## src/rtl/hack_boot_ctrl_if.sv

```systemverilog
// Handshake and ROM-write bundle between the program source, the boot controller and the
// instruction ROM / CPU reset.
interface hack_boot_ctrl_if;
    logic [15:0] in_data;
    logic        in_valid;
    logic        in_last;
    logic        in_ready;
    logic        reload;
    logic        rom_we;
    logic [14:0] rom_addr;
    logic [15:0] rom_din;
    logic        cpu_reset;
    logic [15:0] word_count;
    logic        running;
    logic        error;

    modport master (
        output in_data, in_valid, in_last, reload,
        input  in_ready, rom_we, rom_addr, rom_din, cpu_reset, word_count, running, error
    );

    modport slave (
        input  in_data, in_valid, in_last, reload,
        output in_ready, rom_we, rom_addr, rom_din, cpu_reset, word_count, running, error
    );
endinterface

```

## src/rtl/hack_boot_ctrl.sv

```systemverilog
// Boot/program-load controller for the Hack computer: streams words into instruction ROM from
// address 0, keeps the CPU in reset while loading plus a settle period, then releases it.
module hack_boot_ctrl #(
    parameter int unsigned DEPTH       = 32768,
    parameter int unsigned HOLD_CYCLES = 2
) (
    input logic             clock,
    input logic             reset,
    hack_boot_ctrl_if.slave bus
);

    localparam int unsigned HoldW    = (HOLD_CYCLES > 1) ? $clog2(HOLD_CYCLES + 1) : 1;
    localparam logic [14:0] LastAddr = 15'(DEPTH - 1);

    typedef enum logic [1:0] {StLoad, StHold, StRun, StError} state_e;

    state_e             state_q, state_d;
    logic [14:0]        addr_q, addr_d;
    logic [HoldW-1:0]   hold_q, hold_d;
    logic [15:0]        count_q, count_d;
    logic               rom_we_q, rom_we_d;
    logic [14:0]        rom_addr_q, rom_addr_d;
    logic [15:0]        rom_din_q, rom_din_d;
    logic               in_ready_q, in_ready_d;
    logic               cpu_reset_q, cpu_reset_d;
    logic               running_q, running_d;
    logic               error_q, error_d;
    logic               accept;

    always_ff @(posedge clock) begin
        if (reset) begin
            state_q     <= StLoad;
            addr_q      <= '0;
            hold_q      <= '0;
            count_q     <= '0;
            rom_we_q    <= 1'b0;
            rom_addr_q  <= '0;
            rom_din_q   <= '0;
            in_ready_q  <= 1'b1;
            cpu_reset_q <= 1'b1;
            running_q   <= 1'b0;
            error_q     <= 1'b0;
        end else begin
            state_q     <= state_d;
            addr_q      <= addr_d;
            hold_q      <= hold_d;
            count_q     <= count_d;
            rom_we_q    <= rom_we_d;
            rom_addr_q  <= rom_addr_d;
            rom_din_q   <= rom_din_d;
            in_ready_q  <= in_ready_d;
            cpu_reset_q <= cpu_reset_d;
            running_q   <= running_d;
            error_q     <= error_d;
        end
    end

    always_comb begin
        state_d    = state_q;
        addr_d     = addr_q;
        hold_d     = hold_q;
        count_d    = count_q;
        rom_we_d   = 1'b0;
        rom_addr_d = rom_addr_q;
        rom_din_d  = rom_din_q;
        accept     = bus.in_valid & in_ready_q;

        unique case (state_q)
            StLoad: begin
                if (accept) begin
                    rom_we_d   = 1'b1;
                    rom_addr_d = addr_q;
                    rom_din_d  = bus.in_data;
                    addr_d     = addr_q + 15'd1;
                    count_d    = count_q + 16'd1;
                    if (bus.in_last) begin
                        state_d = StHold;
                        hold_d  = HoldW'(HOLD_CYCLES);
                    end else if (addr_q == LastAddr) begin
                        // ROM is full and the program has not ended: the word is still written.
                        state_d = StError;
                    end
                end
            end
            StHold: begin
                if (hold_q <= HoldW'(1)) begin
                    state_d = StRun;
                end else begin
                    hold_d = hold_q - HoldW'(1);
                end
            end
            StRun, StError: begin
                if (bus.reload) begin
                    state_d = StLoad;
                    addr_d  = '0;
                    count_d = '0;
                end
            end
            default: state_d = StLoad;
        endcase

        // Status outputs are registered copies of the state being entered.
        in_ready_d  = (state_d == StLoad);
        cpu_reset_d = (state_d != StRun);
        running_d   = (state_d == StRun);
        error_d     = (state_d == StError);
    end

    assign bus.in_ready   = in_ready_q;
    assign bus.rom_we     = rom_we_q;
    assign bus.rom_addr   = rom_addr_q;
    assign bus.rom_din    = rom_din_q;
    assign bus.cpu_reset  = cpu_reset_q;
    assign bus.word_count = count_q;
    assign bus.running    = running_q;
    assign bus.error      = error_q;

endmodule

```

## src/flat_wrapper.sv

```systemverilog
// flat-port wrapper written by rule: the top's interface ports become plain ports
module hack_boot_ctrl_flat 
#(
    parameter int unsigned DEPTH       = 32768,
    parameter int unsigned HOLD_CYCLES = 2
)
  (clock, reset, bus_in_data, bus_in_valid, bus_in_last, bus_reload, bus_in_ready, bus_rom_we, bus_rom_addr, bus_rom_din, bus_cpu_reset, bus_word_count, bus_running, bus_error);
  hack_boot_ctrl_if bus_i ();
  input logic clock;
  input logic reset;
  input wire logic [$bits(bus_i.in_data)-1:0] bus_in_data;
  input wire logic [$bits(bus_i.in_valid)-1:0] bus_in_valid;
  input wire logic [$bits(bus_i.in_last)-1:0] bus_in_last;
  input wire logic [$bits(bus_i.reload)-1:0] bus_reload;
  output wire logic [$bits(bus_i.in_ready)-1:0] bus_in_ready;
  output wire logic [$bits(bus_i.rom_we)-1:0] bus_rom_we;
  output wire logic [$bits(bus_i.rom_addr)-1:0] bus_rom_addr;
  output wire logic [$bits(bus_i.rom_din)-1:0] bus_rom_din;
  output wire logic [$bits(bus_i.cpu_reset)-1:0] bus_cpu_reset;
  output wire logic [$bits(bus_i.word_count)-1:0] bus_word_count;
  output wire logic [$bits(bus_i.running)-1:0] bus_running;
  output wire logic [$bits(bus_i.error)-1:0] bus_error;
  assign bus_i.in_data = bus_in_data;
  assign bus_i.in_valid = bus_in_valid;
  assign bus_i.in_last = bus_in_last;
  assign bus_i.reload = bus_reload;
  assign bus_in_ready = bus_i.in_ready;
  assign bus_rom_we = bus_i.rom_we;
  assign bus_rom_addr = bus_i.rom_addr;
  assign bus_rom_din = bus_i.rom_din;
  assign bus_cpu_reset = bus_i.cpu_reset;
  assign bus_word_count = bus_i.word_count;
  assign bus_running = bus_i.running;
  assign bus_error = bus_i.error;
  hack_boot_ctrl #(.DEPTH(DEPTH), .HOLD_CYCLES(HOLD_CYCLES)) u_core (.clock(clock), .reset(reset), .bus(bus_i));
endmodule
```

## config.mk

```make
export PLATFORM = sky130hd
export DESIGN_NAME = hack_boot_ctrl_flat
export DESIGN_NICKNAME = d
export VERILOG_FILES = /design/src/rtl/hack_boot_ctrl_if.sv /design/src/rtl/hack_boot_ctrl.sv /design/src/flat_wrapper.sv
export SDC_FILE = /design/constraint.sdc
export NUM_CORES = 1
export LEC_CHECK = 0
export ABC_AREA = 1
export CELL_PAD_IN_SITES_DETAIL_PLACEMENT = 2
export CELL_PAD_IN_SITES_GLOBAL_PLACEMENT = 2
export CORE_ASPECT_RATIO = 0.8
export CORE_MARGIN = 4
export CORE_UTILIZATION = 26
export DETAILED_ROUTE_END_ITERATION = 12
export HOLD_SLACK_MARGIN = 0.03
export PLACE_DENSITY_LB_ADDON = 0.25
export SYNTH_ARGS = -nofsm -noshare
export SYNTH_HDL_FRONTEND = slang
export SYNTH_SLANG_ARGS = --single-unit
```

## constraint.sdc

```tcl
create_clock -name clock -period 1.6 [get_ports clock]
set_clock_uncertainty 0.05 [all_clocks]
set_input_delay 0.32 -clock clock [delete_from_list [all_inputs] [get_ports clock]]
set_output_delay 0.32 -clock clock [all_outputs]
set_load 0.01 [all_outputs]
```

==> flow_results.xml <==
<?xml version="1.0" encoding="UTF-8"?>
<metrics>
  <group name="status">
    <metric name="outcome" unit="">finished with violations</metric>
    <metric name="violations" unit="">setup timing</metric>
  </group>
  <group name="worst_setup_path">
    <metric name="worst_ep_arrival_time" unit="ns">1.80</metric>
    <metric name="worst-path-max-fanout" unit="">3</metric>
    <metric name="crit_path_start_kind" unit="">flip-flop</metric>
    <metric name="worst_path_required" unit="ns">1.77</metric>
    <metric name="endpoint_kind" unit="">flip-flop</metric>
    <metric name="crit_start" unit="">u_core.bus.word_count[1]$_SDFFE_PP0P_</metric>
    <metric name="regToRegSetupSlack" unit="ns">-0.03</metric>
    <metric name="reg2regPathDepth" unit="">7</metric>
    <metric name="endpoint" unit="">u_core.bus.word_count[10]$_SDFFE_PP0P_</metric>
    <metric name="timing.rr.start" unit="">u_core.bus.word_count[1]$_SDFFE_PP0P_</metric>
    <metric name="critical_path.reg2reg.endpoint" unit="">u_core.bus.word_count[10]$_SDFFE_PP0P_</metric>
    <metric name="crit_type" unit="">reg2reg</metric>
  </group>
  <group name="die">
    <metric name="placementRows" unit="">34</metric>
    <metric name="start_util" unit="%">26.6</metric>
    <metric name="core_ar" unit="um2">10900</metric>
    <metric name="boundaryPins" unit="">73</metric>
    <metric name="die_width" unit="um">126</metric>
    <metric name="chipHeight" unit="um">102</metric>
    <metric name="floorplan.die_area" unit="um2">12900</metric>
  </group>
  <group name="cells_and_area">
    <metric name="final_net_count" unit="">534</metric>
    <metric name="n_fill_cell" unit="">1281</metric>
    <metric name="layout-area-overhead-vs-synth" unit="%">55.7</metric>
    <metric name="drive_above_1_share" unit="%">16.9</metric>
    <metric name="stdcell_area" unit="um2">4520</metric>
    <metric name="num_antenna_cells" unit="">0</metric>
  </group>
  <group name="timing">
    <metric name="timing.fmax" unit="MHz">612</metric>
    <metric name="totalNegativeSetupSlack" unit="ns">-0.0692</metric>
    <metric name="worst_pin_slew" unit="ns">0.273</metric>
    <metric name="finalSetupViolations" unit="">3</metric>
    <metric name="finalWorstSetupSlack" unit="ns">-0.0347</metric>
    <metric name="grt_setup_unrepaired" unit="">true</metric>
    <metric name="timing.slew.headroom" unit="%">81.6</metric>
    <metric name="hold_viol_final" unit="">0</metric>
    <metric name="timing.final.crit_period" unit="ns">1.63</metric>
    <metric name="final_max_slew_viol_count" unit="">0</metric>
    <metric name="final_clock_period_utilization_by_the_worst_path" unit="%">102</metric>
  </group>
  <group name="run">
    <metric name="drv_cap" unit="">0</metric>
  </group>
  <group name="synthesis">
    <metric name="synth.avg_cell_area" unit="um2">7.20</metric>
    <metric name="synthesis.yosys.warnings" unit="">0</metric>
    <metric name="synth_ff_type" unit="">sky130_fd_sc_hd__dfxtp_1</metric>
    <metric name="number_of_distinct_library_cells_after_synthesis" unit="">28</metric>
    <metric name="yosys-top-cells-count" unit="">sky130_fd_sc_hd__nor2_1 (104), sky130_fd_sc_hd__dfxtp_1 (71), sky130_fd_sc_hd__nand2_1 (65), sky130_fd_sc_hd__o21ai_0 (39), sky130_fd_sc_hd__inv_1 (32)</metric>
    <metric name="yosys_top_cell_by_area" unit="">sky130_fd_sc_hd__dfxtp_1</metric>
    <metric name="synth_seq_area_share" unit="%">49.0</metric>
    <metric name="yosysMostFrequentCell" unit="">sky130_fd_sc_hd__nor2_1</metric>
    <metric name="synth_largest_type_area_fraction" unit="%">49.0</metric>
    <metric name="postSynthNetCount" unit="">427</metric>
    <metric name="postSynthCellCount" unit="">403</metric>
    <metric name="synth.area.top_cells" unit="">sky130_fd_sc_hd__dfxtp_1 (49%), sky130_fd_sc_hd__nor2_1 (13%), sky130_fd_sc_hd__nand2_1 (8.4%)</metric>
    <metric name="synth-async-reset-ratio" unit="%">0</metric>
    <metric name="synth-edff-count" unit="">0</metric>
    <metric name="netlist_area" unit="um2">2900</metric>
    <metric name="ys_seq_elements" unit="">71</metric>
  </group>
  <group name="detailed_routing">
    <metric name="drc" unit="">0</metric>
    <metric name="drt_first_pass_iters" unit="">4</metric>
    <metric name="postRouteAntennaNets" unit="">0</metric>
    <metric name="detail_route.wl_per_cell" unit="um">16.6</metric>
    <metric name="routed-via-count" unit="">3094</metric>
    <metric name="route.detailed.vias_per_inst" unit="">4.69</metric>
    <metric name="finalWirelength" unit="mm">10.9</metric>
    <metric name="drt_iter0_drc" unit="">92</metric>
  </group>
  <group name="grt">
    <metric name="number_of_antenna_violations_at_the_first_check_in_global_routing" unit="">0</metric>
    <metric name="grt_pass1_wl" unit="mm">16.8</metric>
    <metric name="grt_pass1_vias" unit="">3357</metric>
    <metric name="pin_count_of_the_biggest_net_entering_global_routing" unit="">37</metric>
    <metric name="overflow" unit="">0</metric>
    <metric name="grtUsageTotal" unit="%">16.2</metric>
  </group>
  <group name="clocking">
    <metric name="holdBufCountCts" unit="">0</metric>
    <metric name="clock-root-buffer" unit="">sky130_fd_sc_hd__clkbuf_16</metric>
    <metric name="clkSlewWorstSetupHoldPaths" unit="ns">0.06</metric>
    <metric name="tritoncts" unit="">built</metric>
    <metric name="clock_tree.htree_level_count" unit="">3</metric>
    <metric name="clk_path_buf_depth" unit="">2</metric>
    <metric name="clock_latency" unit="ns">0.33</metric>
    <metric name="cts_inserted_buffers" unit="">9</metric>
    <metric name="clock_sinks" unit="">71</metric>
  </group>
  <group name="power">
    <metric name="p_leak" unit="nW">2.21</metric>
    <metric name="irDropWorstVdd" unit="mV">0.521</metric>
    <metric name="power_density" unit="nW/um2">1060</metric>
    <metric name="finalPower" unit="mW">4.80</metric>
  </group>
  <group name="place">
    <metric name="finalWeightedCongestion" unit="">0.753</metric>
    <metric name="placed_cell_area" unit="um2">4020</metric>
    <metric name="numPortBuffers" unit="">72</metric>
    <metric name="place.detailed.hpwl" unit="mm">7.39</metric>
  </group>
  <group name="worst_hold_path">
    <metric name="holdCritPathClass" unit="">reg2reg</metric>
  </group>
</metrics>
[timing repair]
item / CTS / global route
pin swaps: 0 / 8
cloned: 0 / 2
setup endpoints to repair: 26 / 35
setup buffers: 0 / 1
gates resized for setup: 27 / 47
[logic make-up after synthesis]
logic type / after synthesis / synth area share, %
DFF: 71 / 49.0
buffers and inverters: 49 / 7.12
and+or+nand+nor: 203 / 28.4
AOI/OAI and AO/OA: 77 / 14.2
adders and majority gates: 3 / 1.29
[layer usage]
metal	global-route usage, %	share of wire, %	up-vias
met5	0	0	-
met4	4.45	1.2	0
met3	3.97	3.5	12
met2	29.2	52	51
met1	19.6	44	1524
li1	-	-	1507
[cells in the final DEF (no fill, tap or decap), drive strengths merged]
cell type,n
nand3,16
a32o,2
nand3b,1
inv,35
o31ai,1
bufinv,1
nand2,70
nor3,7
o21ai,43
o211a,1
dlygate4sd2,24
dfxtp,71
a32oi,1
ha,3
o21bai,1
clkinv,2
dlymetal6s2s,18
or2,2
nor2,105
clkdlybuf4s50,30
nand4,2
clkbuf,15
a21oi,26
buf,36
a31oi,2
[registers in the layout, indices dropped and copies added (netlist names)]
name,cells
u_core.bus.running,1
u_core.bus.rom_addr,15
u_core.state_q,2
u_core.hold_q,2
u_core.bus.in_ready,1
u_core.bus.error,1
u_core.addr_q,15
u_core.bus.word_count,16
u_core.bus.rom_we,1
u_core.bus.cpu_reset,1
u_core.bus.rom_din,16
[layout make-up]
type,count,area [um2],share of cell area [%]
clock inverters,3,40.0,0.886
inverters,35,131,2.91
flip-flops and latches,71,1430,31.6
repair buffers,110,1080,23.9
well taps,144,180,3.99
multi-input cells,283,1390,30.7
clock buffers,13,270,5.98
[how the worst min path moves through the flow]
| stage | start | to | slack, ns | cells past startpoint |
|---|---|---|---|---|
| 2_1_floorplan | reset | u_core.addr_q[0]$_SDFFE_PP0P_ | 0.34 | 1 |
| 3_3_place_gp | u_core.bus.rom_din[0]$_SDFFE_PP0P_ | u_core.bus.rom_din[0]$_SDFFE_PP0P_ | 0.41 | 2 |
| 3_5_place_dp | u_core.addr_q[14]$_SDFFE_PP0P_ | u_core.addr_q[14]$_SDFFE_PP0P_ | 0.41 | 1 |
| 4_1_cts | u_core.addr_q[14]$_SDFFE_PP0P_ | u_core.addr_q[14]$_SDFFE_PP0P_ | 0.43 | 1 |
| 5_1_grt | u_core.addr_q[14]$_SDFFE_PP0P_ | u_core.addr_q[14]$_SDFFE_PP0P_ | 0.45 | 1 |
| 6_report | u_core.bus.rom_din[4]$_SDFFE_PP0P_ | u_core.bus.rom_din[4]$_SDFFE_PP0P_ | 0.43 | 2 |
[worst max-delay path, stage by stage, from the launching register on]
cell and delay, ns:
sky130_fd_sc_hd__dfxtp_1 0.34, sky130_fd_sc_hd__ha_1 0.20, sky130_fd_sc_hd__nand2_1 0.12, sky130_fd_sc_hd__nor3_4 0.27
sky130_fd_sc_hd__buf_4 0.16, sky130_fd_sc_hd__nand2_1 0.08, sky130_fd_sc_hd__o21ai_1 0.19, sky130_fd_sc_hd__a21oi_1 0.11
[metrics by stage]
step / setup WS, ns / hold slack [ns] / cells / util, %
floorplan: 0.108 / 0.339 / 403 / -
detailed placement: -0.248 / 0.413 / 640 / 36.9
global route: -0.118 / 0.455 / 659 / 41.5
global placement: -0.221 / 0.413 / 640 / 36.9
CTS: 0.000714 / 0.431 / 656 / 39.5
finish: -0.0347 / 0.427 / 659 / 41.5
[power by group]
group	internal, mW	switching [mW]
Clock	1.33	0.764
Sequential	1.88	0.0557
Combinational	0.372	0.396
No activity file was read; power rests on OpenSTA's default activity.
